--- config.mk ---
export PLATFORM = sky130hd
export DESIGN_NAME = bit_serializer
export DESIGN_NICKNAME = d
export VERILOG_FILES = /design/src/rtl/bit_serializer.sv
export SDC_FILE = /design/constraint.sdc
export NUM_CORES = 1
export LEC_CHECK = 0
export ABC_AREA = 1
export BUFFER_PORTS_ARGS = -buffer_cell sky130_fd_sc_hd__buf_2
export CAP_MARGIN = 20
export CORE_MARGIN = 1
export CORE_UTILIZATION = 40
export CTS_BUF_LIST = sky130_fd_sc_hd__clkbuf_8
export DETAILED_ROUTE_END_ITERATION = 10
export GPL_TIMING_DRIVEN = 0
export HOLD_SLACK_MARGIN = 0.03
export SLEW_MARGIN = 40
export SYNTH_ARGS = -nofsm -noshare
export SYNTH_HDL_FRONTEND = slang
export SYNTH_SLANG_ARGS = --single-unit
--- constraint.sdc ---
create_clock -name clk -period 1.7 [get_ports clk]
set_clock_uncertainty 0.15 [all_clocks]
set_input_delay 0.34 -clock clk [delete_from_list [all_inputs] [get_ports clk]]
set_output_delay 0.34 -clock clk [all_outputs]
set_load 0.03 [all_outputs]
--- src/rtl/bit_serializer.sv ---
`default_nettype none
// +-----------------------------------------------------------------------------+
// | Module : bit_serializer                                                      |
// | Brief  : Parallel-to-serial front end with a one-word pending buffer for     |
// |          gapless streaming into the sequence detector.                       |
// |          Optional macro BIT_SER_LSB_FIRST_EN selects LSB-first transmission. |
// | Rev    : 1.0  initial release                                                |
// +-----------------------------------------------------------------------------+
module bit_serializer #(
  parameter int WIDTH = 8
) (
  input  logic             clk,
  input  logic             reset,
  input  logic [WIDTH-1:0] data_in,
  input  logic             data_valid,
  output logic             data_ready,
  output logic             bit_out,
  output logic             bit_valid,
  output logic             word_done,
  output logic             busy
);

  localparam int                 c_CNT_W = (WIDTH > 1) ? $clog2(WIDTH) : 1;
  localparam logic [c_CNT_W-1:0] c_LAST  = c_CNT_W'(WIDTH - 1);

  typedef enum logic [0:0] {
    S_IDLE  = 1'b0,
    S_SHIFT = 1'b1
  } state_t;

  state_t             r_state;
  logic [WIDTH-1:0]   r_sh;
  logic [WIDTH-1:0]   r_pend;
  logic [c_CNT_W-1:0] r_cnt;
  logic               r_pend_full;

  logic               w_accept;
  logic               w_last;
  logic [WIDTH-1:0]   w_sh_shifted;
  logic               w_head_bit;

  assign w_accept = data_valid && !r_pend_full;
  assign w_last   = (r_cnt == c_LAST);

`ifdef BIT_SER_LSB_FIRST_EN
  assign w_sh_shifted = {1'b0, r_sh[WIDTH-1:1]};
  assign w_head_bit   = r_sh[0];
`else
  assign w_sh_shifted = {r_sh[WIDTH-2:0], 1'b0};
  assign w_head_bit   = r_sh[WIDTH-1];
`endif

  always_ff @(posedge clk or negedge reset) begin
    if (!reset) begin
      r_state     <= S_IDLE;
      r_sh        <= '0;
      r_pend      <= '0;
      r_cnt       <= '0;
      r_pend_full <= 1'b0;
    end else begin
      case (r_state)
        S_IDLE: begin
          if (w_accept) begin
            r_sh    <= data_in;
            r_cnt   <= '0;
            r_state <= S_SHIFT;
          end
        end
        S_SHIFT: begin
          if (!w_last) begin
            r_sh  <= w_sh_shifted;
            r_cnt <= r_cnt + 1'b1;
            if (w_accept) begin
              r_pend      <= data_in;
              r_pend_full <= 1'b1;
            end
          end else if (r_pend_full) begin
            // Pending word takes priority; data_ready is low so nothing new arrives.
            r_sh        <= r_pend;
            r_pend_full <= 1'b0;
            r_cnt       <= '0;
          end else if (w_accept) begin
            r_sh  <= data_in;
            r_cnt <= '0;
          end else begin
            r_state <= S_IDLE;
          end
        end
        default: r_state <= S_IDLE;
      endcase
    end
  end

  // Outputs are pure decodes of flops, so they clear with the async reset.
  assign bit_valid  = (r_state == S_SHIFT);
  assign bit_out    = bit_valid && w_head_bit;
  assign word_done  = bit_valid && w_last;
  assign data_ready = !r_pend_full;
  assign busy       = bit_valid || r_pend_full;

endmodule
`default_nettype wire

# [After elaboration in Yosys (flattened, before gate mapping)]
# Index checks and enable logic that the tools add are counted.
[totals] out_inout_bits=5 in_bits=11 register_bits=21
[op_classes] n_reduce_logical=8 addsub=1 muxes=14 eq_ne=1 bitwise=2
[op_table] cell="8-bit 2-to-1 mux" count=3
[op_table] cell="8-bit case mux with 2 select lines" count=1
[op_table] cell="3-bit 2-to-1 mux" count=3
[op_table] cell="3-bit case mux with 2 select lines" count=1
[op_table] cell="1-bit 2-to-1 mux" count=5
[op_table] cell="3-bit by 1-bit adder with 3-bit output (second input constant)" count=1
[op_table] cell="3-bit == test (second input constant)" count=1
[op_table] cell="1-bit logical AND" count=3
[op_table] cell="3-bit AND reduction" count=1
[op_table] cell="1-bit inverter" count=2
[op_table] cell="1-bit case mux with 2 select lines" count=1
[op_table] cell="2-bit AND reduction" count=1
[op_table] cell="2-bit nonzero test" count=1
[op_table] cell="1-bit zero test" count=1
[op_table] cell="1-bit logical OR" count=1

# [Depth between registers and ports, before layout]
[depth] ltp_word=6 depth_mapped=8 mapped_depth_nobuf=8

# [Worst setup path before layout]
# No wires, ideal clock.
[synth_path] path_kind="register -> output" startpoint="register r_state (netlist: bit_valid)" endpoint="output port bit_out" arrival_time_ns=1.088 slack_ns=0.122 required_time_ns=1.210 stages_incl_launch_ff=5 n_path_buf=2 cell_sequence="dfrtp_1 -> buf_2 -> buf_6 -> nand2_1 -> inv_1"
[synth_via] elab_chain_cells=1
[synth_lines] element="start, declared" line="31" source="state_t r_state;"
[synth_lines] element="start signal, assigned" line="55" source="r_state <= S_IDLE;"
[synth_lines] element="start signal, assigned" line="66" source="r_state <= S_SHIFT;"
[synth_lines] element="start signal, assigned" line="86" source="r_state <= S_IDLE;"
[synth_lines] element="1-bit logical AND" line="96" source="assign bit_out = bit_valid && w_head_bit;"
[synth_lines] element="end, declared" line="17" source="output logic bit_out,"
# No other way between the ends.

# [Final worst setup path]
[layout_path] startpoint="register r_cnt[1]" endpoint="output port word_done"
[layout_via] elab_chain_cells=2
[layout_lines] element="start, declared" line="34" source="logic [c_CNT_W-1:0] r_cnt;"
[layout_lines] element="start signal, assigned" line="72" source="r_cnt <= r_cnt + 1'b1;"
[layout_lines] element="3-bit == test" line="43" source="assign w_last = (r_cnt == c_LAST);"
[layout_lines] element="1-bit logical AND" line="97" source="assign word_done = bit_valid && w_last;"
[layout_lines] element="end, declared" line="19" source="output logic word_done,"
# No other way between the ends.

==> impl_metrics.env <==
export IMPL_outcome="finished with violations"
export IMPL_violations="DRC, setup timing"
export IMPL_synthTopCellsByCount="nand2_1 (62), nor2_1 (26), inv_1 (23)"
export IMPL_synth_xor_area_share_pct=0
export IMPL_first_global_vias=1012
export IMPL_clkPwrFrac_pct=12.6
export IMPL_overflow=0
export IMPL_rrSetupSlack_ns=0.08
export IMPL_ys_warn_count=0
export IMPL_start_kind="flop"
export IMPL_synth_top_family_by_area="simple AND/OR/NAND/NOR gates"
export IMPL_endpoint_kind="primary output"
export IMPL_hpwl_um=1820
export IMPL_drive_gt1_share_pct=24.75
export IMPL_power_frac_comb_pct=54.8
export IMPL_ys_top_cells_by_area="dfrtp_1 (44%), nand2_1 (19%), nand3_1 (8.4%), nor2_1 (8.2%), inv_1 (7.2%)"
export IMPL_yosysTopAreaCell="dfrtp_1"
export IMPL_hold_start="data_in[2]"
export IMPL_critical_path_required_ns=1.21
export IMPL_start_util_pct=42.64
export IMPL_fin_crit_sh_pct=102.1
export IMPL_grt_max_degree=22
export IMPL_root_buffer="clkbuf_8"
export IMPL_power_density_nw_per_um2=1744
export IMPL_rsz0062_at_grt="true"
export IMPL_r2r_end="r_sh[3]"
export IMPL_io_pins=16
export IMPL_critPathKind="flop to primary output"
export IMPL_die_h_um=56.69
export IMPL_syn_avg_cell_area_um2=7.036
export IMPL_whs_ns=0.1337
export IMPL_insertion_delay_ns=0.26
export IMPL_hold_path_class="input port to flop"
export IMPL_max_clock_freq_mhz=576.3
export IMPL_grt_pass1_wl_um=4850
export IMPL_htree_levels=1
export IMPL_dieArea_um2=3213
export IMPL_finalCriticalPeriod_ns=1.735
export IMPL_die_width_um=56.69
export IMPL_antenna_found_initial=0
export IMPL_core_um2=2805
export IMPL_final_hold_viol_count=0
export IMPL_vias_per_cell=4.817
export IMPL_ys_types=16
export IMPL_drv_slew=0
export IMPL_ff_latch_area_um2=526.8
export IMPL_wl_per_cell_um=11.97
export IMPL_tritoncts="built"
export IMPL_vias=1103
export IMPL_ys_seq_area_share_pct=43.93
export IMPL_dr_pass1_iters=7
export IMPL_cts_buffer_depth=2
export IMPL_n_fill_cell=277
export IMPL_drtIter0Drc=22
export IMPL_synth_top_flop_cell="dfrtp_1"
export IMPL_crit_reg2reg_launch="r_cnt[1]"
export IMPL_tightest_slew_ns=0.4766
export IMPL_synth_edff_count=0
export IMPL_area_growth_pct=26.26
export IMPL_ys_async_sr_fraction_pct=100.0
export IMPL_yosys_area_top_type_share_pct=43.93
export IMPL_multi_input_area_um2=586.8
export IMPL_ys_ff_latch=21
export IMPL_synth_fa_ha_area_share_pct=3.138
export IMPL_instances_no_fill=229
export IMPL_antenna_left=0
export IMPL_drc_errors=2
export IMPL_n_antenna_cell=0
export IMPL_rows=19
export IMPL_crit_fanout=2
export IMPL_clk_pin_slew_ns=0.08
export IMPL_pre_cts_ws_ns=0.03588
export IMPL_routed_wirelength_um=2741
export IMPL_hold_depth=3
export IMPL_p_leak_nw=0.8580
export IMPL_p_int_mw=1.487
export IMPL_drv_cap=0
export IMPL_sw_frac_of_total_pct=43.56
export IMPL_gp_congestion=0.7830
export IMPL_switchingPower_mw=1.147
export IMPL_finalWorstSetupSlack_ns=-0.03522
export IMPL_synth_compound_area_share_pct=1.674
export IMPL_slew_headroom_pct=68.23
export IMPL_globalRouteTotalUtil_pct=19.75
export IMPL_yosys_area_share_simple_pct=39.85
export IMPL_p_seq_share_pct=32.6
export IMPL_setup_viol=1
export IMPL_port_buffers=14
export IMPL_yosysMostFrequentCell="nand2_1"
export IMPL_cts_buffers=3
export IMPL_reg2reg_depth=8
export IMPL_holdPathEnd="r_pend[2]"
export IMPL_synth_nets=184
export IMPL_synth_cells=170
export IMPL_nNetsFinal=213
export IMPL_clkSinkCount=21
export IMPL_synth_mux_area_share_pct=0
export IMPL_syn_area_um2=1196
export IMPL_ir_drop_mv=0.7455
export IMPL_dp_cells=215
export IMPL_cp_arrival_ns=1.25
==> state kept, by name (all words and copies together), names as in the netlist <==
name         count
r_pend           8
r_sh             8
r_cnt            3
bit_valid        1
r_pend_full      1
==> cell families after synthesis <==
group                    Yosys count
flip-flops                        21
buffers and inverters             29
adder cells (fa/ha/maj)            3
AND/OR/NAND/NOR                  113
AO/OA/AOI/OAI                      4
==> timing repair <==
action	4_1_cts	5_1_grt
hold buffers	1	0
buffers inserted	5	4
setup endpoints to repair	4	19
gates resized for setup	10	16
pin swaps	1	10
hold endpoints to repair	21	0
==> how the worst max path moves through the flow <==
stage / depth (start not counted) / startpoint / slack [ns] / endpoint
6_report: 5 / r_cnt[1] / -0.04 / word_done
5_1_grt: 5 / r_cnt[0] / -0.08 / word_done
4_1_cts: 5 / r_cnt[0] / -0.03 / word_done
3_5_place_dp: 6 / r_cnt[0] / 0.04 / r_sh[3]
3_3_place_gp: 5 / r_cnt[0] / 0.06 / word_done
2_1_floorplan: 4 / bit_valid / 0.12 / bit_out
==> routing by layer <==
layer / up-vias / global-route usage, % / part of all wire (%)
met5: - / 0 / 0
met4: 0 / 5.357 / 0.91
met3: 4 / 2.765 / 4.4
met2: 32 / 31.12 / 47
met1: 503 / 28.26 / 47
li1: 564 / - / -
==> layout make-up <==
type	instances	share of cell area (%)
plain buffers	5	3.977
clock buffers	3	2.734
clock inverters	1	0.2485
inverters	24	6.131
multi-input cells	120	38.86
flip-flops and latches	21	34.88
well taps	31	2.568
repair buffers	24	10.60
==> power groups by stage <==
stage / Sequential, mW / Combinational [mW] / Clock (mW)
detailed placement: 0.860 / 1.13 / 0
global placement: 0.848 / 1.11 / 0
CTS: 0.849 / 1.29 / 0.339
floorplan: 0.833 / 0.876 / 0
global route: 0.884 / 1.64 / 0.363
finish: 0.858 / 1.44 / 0.332
==> worst max-delay path: stages, from the launching register on <==
cell and delay [ns]:
dfrtp_1 0.42, ha_4 0.18, ha_4 0.16, nand2_2 0.06, inv_2 0.04, buf_6 0.13
==> cells in the final DEF, fill, tap and decap left out <==
cell	n
buf_4	10
dlygate4sd3_1	1
dfrtp_1	20
inv_4	1
inv_1	20
nand3_1	20
a21oi_1	2
buf_2	12
nor2_1	26
clkbuf_8	3
nor2_4	1
ha_4	3
nand2_4	3
buf_6	4
o21ai_0	2
buf_8	2
inv_2	4
nand2_1	58
dfrtp_2	1
nand2_2	5
==> metrics by stage <==
stage                TNS, ns  utilization [%]  power (mW)  cell area [um^2]
floorplan                  0                -       1.709              1196
global placement           0            46.52       1.957              1305
detailed placement         0            46.52       1.992              1305
CTS                 -0.02600            51.16       2.480              1435
global route         -0.4356            53.84       2.891              1510
finish              -0.03522            53.84       2.634              1510
Power figures use the tool's default switching activity.
